<file path="src/rtl/fdivsqrt_seq_ctrl.sv">
// Sequencer for the radix-2 divide/sqrt iteration datapath: accepts an operation, steps the
// digit-position vector once per iteration and holds the result valid until acknowledged.
module fdivsqrt_seq_ctrl #(
    parameter int unsigned DIVb = 64,
    parameter int unsigned CYCW = 7
) (
    input  logic            clk,
    input  logic            reset,
    input  logic            FlushE,
    input  logic            StartE,
    input  logic            SqrtE,
    input  logic            SpecialCaseE,
    input  logic [CYCW-1:0] CyclesE,
    input  logic            HoldE,
    input  logic            ResultAck,
    output logic            InitE,
    output logic            IterEn,
    output logic [DIVb+1:0] C,
    output logic            BusyE,
    output logic            DoneM
);

    typedef enum logic [1:0] {StIdle, StBusy, StDone} state_e;

    state_e            state_q, state_d;
    logic [CYCW-1:0]   count_q, count_d;
    logic [DIVb+1:0]   c_q, c_d;
    logic              accept;
    logic              count_zero;

    localparam logic [DIVb+1:0] CDiv  = {2'b11, {DIVb{1'b0}}};
    localparam logic [DIVb+1:0] CSqrt = {3'b111, {(DIVb - 1){1'b0}}};

    assign count_zero = (count_q == '0);

    // Outputs are forced low while reset is held, even though state only clears at the edge.
    always_comb begin
        accept = StartE & ~FlushE & ~reset &
                 ((state_q == StIdle) | ((state_q == StDone) & ResultAck));
        InitE  = accept;
        IterEn = (state_q == StBusy) & ~HoldE & ~FlushE & ~reset;
        BusyE  = (state_q == StBusy) & ~reset;
        DoneM  = (state_q == StDone) & ~reset;
        C      = c_q;
    end

    always_comb begin
        state_d = state_q;
        count_d = count_q;
        c_d     = c_q;
        if (FlushE) begin
            state_d = StIdle;
            count_d = '0;
        end else if (accept) begin
            c_d = SqrtE ? CSqrt : CDiv;
            if (SpecialCaseE) begin
                state_d = StDone;
                count_d = '0;
            end else begin
                state_d = StBusy;
                // A zero iteration request still runs one iteration.
                count_d = (CyclesE == '0) ? '0 : CyclesE - {{(CYCW - 1){1'b0}}, 1'b1};
            end
        end else begin
            unique case (state_q)
                StBusy: begin
                    if (IterEn) begin
                        c_d = {c_q[DIVb+1], c_q[DIVb+1:1]};
                        if (count_zero) begin
                            state_d = StDone;
                        end else begin
                            count_d = count_q - {{(CYCW - 1){1'b0}}, 1'b1};
                        end
                    end
                end
                StDone: begin
                    if (ResultAck) begin
                        state_d = StIdle;
                    end
                end
                default: begin
                    state_d = state_q;
                end
            endcase
        end
    end

    always_ff @(posedge clk) begin
        if (reset) begin
            state_q <= StIdle;
            count_q <= '0;
            c_q     <= '0;
        end else begin
            state_q <= state_d;
            count_q <= count_d;
            c_q     <= c_d;
        end
    end

endmodule

</file>
<file path="config.mk">
export PLATFORM = sky130hd
export DESIGN_NAME = fdivsqrt_seq_ctrl
export DESIGN_NICKNAME = d
export VERILOG_FILES = /design/src/rtl/fdivsqrt_seq_ctrl.sv
export SDC_FILE = /design/constraint.sdc
export NUM_CORES = 1
export LEC_CHECK = 0
export ABC_AREA = 1
export CORE_MARGIN = 10
export CORE_UTILIZATION = 45
export DETAILED_ROUTE_END_ITERATION = 7
export GPL_ROUTABILITY_DRIVEN = 0
export PLACE_DENSITY = 0.81
export SYNTH_ARGS = -nofsm -noshare
export SYNTH_HDL_FRONTEND = slang
export SYNTH_SLANG_ARGS = --single-unit
</file>
<file path="constraint.sdc">
create_clock -name clk -period 2.07 [get_ports clk]
set_input_delay 0.414 -clock clk [delete_from_list [all_inputs] [get_ports clk]]
set_output_delay 0.414 -clock clk [all_outputs]
set_load 0.01 [all_outputs]
</file>
==> results.md, run 1 <==
- Number of filler instances in the final layout: about 650
- Net count reported at finish: approximately 540
- Count of final hold-check violations: 0
- Mapped Area: ~3300 um2
- Combinational group share of total power: 6.8%
- Leakage power figure: about 1.6 nW
- Fin crit period: roughly 1.9 ns
- Design internal power: 0.002239 W
- Initial antenna violation count: 0
- Count of final max-slew check failures: 0
- Post-detail-place hpwl: just over 6 mm
- Vias per std cell: between 5 and 6
- CP Buf/Inv Count: 1
- CP max-delay cell: sky130_fd_sc_hd__clkdlybuf4s50_1
- Worst supply voltage drop on vdd: around 0.30 mV
- Top Family by Delay on Critical Path: buffers and inverters
- Post-route DRC violation count: 0
- Total power per unit cell area: 665.6 nW/um2
- Total global routing overflow: 0
- Syn avg cell area: about 7.3 um2
- Prevailing post-synth register cell: sky130_fd_sc_hd__dfxtp_1
- Sum of internal, switching and leakage power: approximately 0.0029 W
- Register bit count reported by yosys: 75
- Post-layout worst setup margin: approximately 0.18 ns
- Maximum clock frequency: ~0.53 GHz
- Final Routed Wirelength: 8.627 mm
- Via count of the first global-routing pass: 2,928
- Area of the placeable core: ~7000 um2
- Class of the tightest hold or removal check: register to register
- Fraction of final layout cells sized beyond drive strength 1: roughly 7%
- EDFF count, synth: 0
- Sw frac: 23.09%
- Async SR Flop Fraction: 0%
- Die footprint: roughly 11,000 um2
- Fin crit share: 91.52%
- Top-Level Pins: 85
- Wire length of the first global-routing pass: roughly 14 mm
- Kind of launch point of the worst setup path: register
- Kind of capture point of the worst setup path: output pin
- Number of sinks driven by the clock tree: 75
- Setup slack after placement: -0.08374 ns
- Arrival time of data at the critical path endpoint: around 1.5 ns
- Internal reg-to-reg setup slack: around 0.5 ns
- Multi-input gate area: between 1000 and 1500 um2
- Cell with the most instances after synthesis: sky130_fd_sc_hd__nand2_1
- Post-layout utilization of the core: a little over three fifths
- Number of nets with antenna violations after detailed routing: 0
- Number of inserted diodes: 0
- Skew final: 0.006867 ns
- Share of the synthesized area in the top cell type: a little under half
- CP Class: register to output pin
- All-Layer GR Usage: approximately 15%
- Actual slew at the worst max-slew pin: approximately 0.63 ns
- Std cell rows: 30
- Max-Slew Margin vs Limit: just under 60%
- Clock network fraction of total power: a little over two fifths
- Synth Net Count: roughly 470
- Syn. warnings: 0
- CP cell instances: nand2_1, nor2_1, clkdlybuf4s50_1
- DR iter-0 viols: 157
- Seq/Total Area, Yosys: a little under half
- Crit path required time: roughly 1.7 ns
- Max-capacitance violation count: 0
- Signed area change from the synthesized netlist to the final layout: 33.96%
- Number of H-tree levels: 3
- Floorplan die height: approximately 110 um
- Clock-pin slew on the worst setup and hold paths: 0.08 ns
- Port Buffers: 84
- Leading post-synthesis cells by cell area: sky130_fd_sc_hd__dfxtp_1 (46%), sky130_fd_sc_hd__nand2_1 (12%), sky130_fd_sc_hd__nand3_1 (11%), sky130_fd_sc_hd__a21oi_1 (10%), sky130_fd_sc_hd__nor2_1 (4.0%)
- Vias after detailed routing: between 3,000 and 4,000
- CTS hold repair buffers: 0
- Routed wirelength normalized by instance count: roughly 14 um
- CTS tree: built
- Max Fanout on Critical Path: 4
- Number of buffers inserted during clock tree synthesis: 9
- Sequential fraction of design power: approximately half
- Largest net degree at the start of global routing: 66
- Initial Utilization: a little under half
- Clock tree buffer depth: 2
- Post-Synthesis Cells: ~450
- Top cell types by occurrence after synthesis: sky130_fd_sc_hd__nand2_1 (106), sky130_fd_sc_hd__dfxtp_1 (75), sky130_fd_sc_hd__nand3_1 (74), sky130_fd_sc_hd__a21oi_1 (66), sky130_fd_sc_hd__nor2_1 (35)
- Net Switching: 0.0006719 W
- RSZ-0062 raised after global routing: no
- Biggest area consumer among synthesized cells: sky130_fd_sc_hd__dfxtp_1
- First-pass iteration count of the detailed router: 5
- Worst-skew pair later-pin latency: between 0.3 and 0.4 ns
- Clk Tree Root Cell: sky130_fd_sc_hd__clkbuf_8
- Outcome: finished, final reports clean
- Worst stage delay on the critical path: approximately 0.55 ns
- Die Span X: roughly 110 um
- Final-report setup violation count: 0
- Synth unique cells: 24
- Area taken by flip-flops and latches: 1501 um2
-- final cells by class --
cell class                      count  share of cell area, %
Clock buffer                       10                  3.147
Inverter                           29                  2.489
Tap cell                           96                  2.747
Sequential cell                    75                  34.33
Timing Repair Buffer               96                  21.97
Multi-Input combinational cell    311                  33.30
Clock inverter                      6                  2.003
-- logic make-up after synthesis --
kind of cell / Yosys count / share of synthesized area (%)
and+or+nand+nor: 225 / 30.09
AOI/OAI and AO/OA: 79 / 12.19
DFF: 75 / 45.99
adders and majority gates: 4 / 1.533
xor gates and xnor gates: 3 / 0.8051
buffers and inverters: 60 / 9.391
-- routing by layer --
layer	up-vias	global-route usage (%)	wire length [um]
met2	95	25.22	4354
met5	-	0	0
met3	12	4.484	549
li1	1611	-	-
met4	0	6.078	138
met1	1473	17.51	3585
-- through the flow --
stage | instances | hold WS (ns) | instance area (um2) | setup TNS (ns)
2_1_floorplan | 446 | 0.4604 | 3264 | 0
3_3_place_gp | 607 | 0.4477 | 4150 | -0.08313
3_5_place_dp | 607 | 0.4515 | 4150 | -0.1488
4_1_cts | 623 | 0.4628 | 4373 | 0
5_1_grt | 623 | 0.5009 | 4373 | 0
6_report | 623 | 0.4585 | 4373 | 0
-- state kept, by name, summed over array words and instances, names as in the netlist --
signal	cells
count_q	7
C	66
state_q	2
-- placed cells by master, fill, tap and decap left out, drive strengths merged, types with 2 or more instances in the layout --
cell,n
nand2,107
clkdlybuf4s50,81
nand3,76
dfxtp,75
a21oi,66
nor2,36
inv,30
buf,13
o21ai,11
clkbuf,10
ha,4
clkinv,3
nand4,2
or2,2
xor2,2
a31oi,2
bufinv,2
dlygate4sd2,2
-- power by group through the flow --
stage	Combinational, W	Sequential (W)	Clock, W
2_1_floorplan	0.000126	0.00149	0
3_3_place_gp	0.000193	0.00149	0
3_5_place_dp	0.000197	0.00149	0
4_1_cts	0.000196	0.00145	0.00128
5_1_grt	0.000222	0.00146	0.00135
6_report	0.000197	0.00146	0.00126
-- worst min-delay path: cells and delay by family, from the launching register on --
family | cells | cell delay, ns
AOI/OAI and AO/OA | 1 | 0.05
DFF | 1 | 0.31
and+or+nand+nor | 1 | 0.06
-- what timing repair did --
action | in CTS | in global routing
resized for setup | 2 | 0
endpoints found under the setup margin | 2 | 0
buffers inserted | 0 | 0
-- path summary, 6_finish.rpt --
check,from,depth (start not counted),endpoint
min,C[0],2,C[0]
max,state_q[0],3,BusyE
max reg2reg,state_q[0],9,C[10]
min reg2reg,C[0],2,C[0]
Power figures use the tool's default switching activity.
==> run 2, diff against run 1 <==
- DONT_BUFFER_PORTS: unset -> 1
- PLACE_DENSITY: 0.81 -> 0.66
==> results.md, run 2 (synthesized netlist as in run 1, its figures left out) <==
- Vias after detailed routing: 2,756 (-14%)
- Area of the placeable core: 6907 um2 (unchanged)
- Port Buffers: 0 (-100%)
- Number of H-tree levels: 3 (unchanged)
- Net count reported at finish: 450 (-17%)
- Signed area change from the synthesized netlist to the final layout: 6.171%
- First-pass iteration count of the detailed router: 4 (-1)
- Final Hold Slack: 0.1436 ns (-0.3149 ns)
- Initial Utilization: 47.26% (unchanged)
- Clock-pin slew on the worst setup and hold paths: 0.08 ns (about the same)
- Arrival time of data at the critical path endpoint: 1.40 ns (-0.08 ns)
- Via count of the first global-routing pass: 2,367 (-19%)
- Design internal power: 0.002170 W (-3.1%)
- Count of final max-slew check failures: 0 (unchanged)
- CTS hold repair buffers: 0 (unchanged)
- Net Switching: 0.0006376 W (-5.1%)
- Post-layout worst setup margin: 0.2583 ns (+0.08279 ns)
- Die footprint: 11,060 um2 (unchanged)
- Actual slew at the worst max-slew pin: 0.3338 ns (-0.2993 ns)
- Vias per std cell: 5.180 (+1.1%)
- Leading cell type in the layout, fill and taps excluded: sky130_fd_sc_hd__nand2_1
- Total global routing overflow: 0 (unchanged)
- Sw frac: 22.71% (-0.38 points)
- Worst supply voltage drop on vdd: 0.3794 mV (+27%)
- Kind of launch point of the worst setup path: register
- Sequential fraction of design power: 51.9% (+1.9 points)
- Crit-path most repeated cell: sky130_fd_sc_hd__inv_1
- Std cell rows: 30 (unchanged)
- Maximum clock frequency: 0.5520 GHz (+4.6%)
- Critical path destination: IterEn
- Max Fanout on Critical Path: 64 (+60)
- Total power per unit cell area: 810.1 nW/um2 (+22%)
- Commonest cells after routing, fill and taps aside: sky130_fd_sc_hd__nand2_1 (106), sky130_fd_sc_hd__dfxtp_1 (75), sky130_fd_sc_hd__nand3_1 (74)
- Post-CTS Resized: 0 (-2)
- Fin crit period: 1.812 ns (-0.08279 ns)
- CTS tree: built
- Die Span X: 105.2 um (unchanged)
- Final Routed Wirelength: 7.814 mm (-9.4%)
- Leakage power figure: 1.265 nW (-22%)
- Post-detail-place hpwl: 5.359 mm (-12%)
- Worst-skew pair later-pin latency: 0.33 ns (-0.02 ns)
- Top-Level Pins: 85 (unchanged)
- Initial antenna violation count: 0 (unchanged)
- Critical path launch point: state_q[1]
- Number of buffers inserted during clock tree synthesis: 9 (unchanged)
- Max-capacitance violation count: 0 (unchanged)
- Path depth of the worst reg2reg path: 9 (unchanged)
- Internal reg-to-reg setup slack: 0.47 ns (-0.03 ns)
- Count of final hold-check violations: 0 (unchanged)
- Crit path required time: 1.66 ns (about the same)
- Kind of capture point of the worst setup path: output pin
- Worst stage delay on the critical path: 0.34 ns (-0.21 ns)
- Max reg flops: 66 (unchanged)
- Number of inserted diodes: 0 (unchanged)
- Skew final: 0.006678 ns (-0.0001884 ns)
- Floorplan die height: 105.2 um (unchanged)
- Wire length of the first global-routing pass: 12.55 mm (-11%)
- Largest net degree at the start of global routing: 69 (+4.5%)
- Buffers inserted during post-CTS setup optimization: 0 (unchanged)
- Number of stages on the worst setup path: 6 (+3)
- CP Buf/Inv Count: 4 (+3)
- Combinational group share of total power: 4.5% (-2.3 points)
- Fraction of final layout cells sized beyond drive strength 1: 6.422% (-0.60 points)
- Start of the worst register-to-register path: state_q[1]
- Number of sinks driven by the clock tree: 75 (unchanged)
- Class of the tightest hold or removal check: input port to register
- Clock network fraction of total power: 43.6% (+0.4 points)
- CP max-delay cell: sky130_fd_sc_hd__dfxtp_1
- Clk Tree Root Cell: sky130_fd_sc_hd__clkbuf_8
- CP Class: register to output pin
- Number of nets with antenna violations after detailed routing: 0 (unchanged)
- Reg2reg end: C[28]
- Post-layout utilization of the core: 50.18% (-13 points)
- Routed wirelength normalized by instance count: 14.69 um (+6.1%)
- Final-report setup violation count: 0 (unchanged)
- All-Layer GR Usage: 13.62% (-1.4 points)
- Max-Slew Margin vs Limit: 77.75% (+20 points)
- Setup slack after placement: 0.3618 ns (+0.4456 ns)
- Aggregate negative setup slack: 0 ns (unchanged)
- Post-route DRC violation count: 0 (unchanged)
- RSZ-0062 raised after global routing: no
- Top Family by Delay on Critical Path: buffers and inverters
- Clock tree buffer depth: 2 (unchanged)
- Outcome: finished, final reports clean
- DR iter-0 viols: 139 (-11%)
- Fin crit share: 87.52% (-4.0 points)
- CP cell instances: inv_1, nand2_1, inv_1, nand3_4, inv_2, buf_12
- Number of filler instances in the final layout: 728 (+13%)
[run 2: per-stage QoR]
step | instances | total power (W) | cell area [um2]
global placement | 516 | 0.001618 | 3249
floorplan | 446 | 0.001615 | 3264
finish | 532 | 0.002808 | 3466
global route | 532 | 0.002930 | 3466
CTS | 532 | 0.002845 | 3466
detailed placement | 516 | 0.001620 | 3249
[run 2: layout make-up]
type / instances / area, um2 / area share [%]
flip-flops and latches: 75 / 1501 / 43.32
multi-input cells: 311 / 1456 / 42.02
clock buffers: 10 / 127.6 / 3.682
well taps: 96 / 120.1 / 3.466
inverters: 29 / 108.9 / 3.141
clock inverters: 6 / 88.84 / 2.563
repair buffers: 5 / 62.56 / 1.805
[run 2: power groups by stage]
stage / Combinational (W) / Clock (W) / Sequential [W]
after floorplan: 0.000126 / 0 / 0.00149
after global placement: 0.000125 / 0 / 0.00149
after detailed placement: 0.000127 / 0 / 0.00149
after CTS: 0.000128 / 0.00126 / 0.00146
after global routing: 0.000147 / 0.00132 / 0.00146
final: 0.000126 / 0.00122 / 0.00146
[run 2: worst min-delay path by stage]
stage          startpoint    endpoint  slack (ns)  cells past startpoint
2_1_floorplan  state_q[0]  state_q[0]        0.46                      2
3_3_place_gp   state_q[0]  state_q[0]        0.48                      2
3_5_place_dp   state_q[0]  state_q[0]        0.48                      2
4_1_cts             reset       C[30]        0.12                      1
5_1_grt             reset       C[31]        0.12                      1
6_report            reset       C[27]        0.14                      1
[run 2: layer usage]
metal	vias to the layer above	share of wire, %	track usage (%)
met3	2	10	7.494
met5	-	0	0
met2	80	47	20.64
met4	0	0.42	3.824
met1	1244	42	16.24
li1	1430	-	-
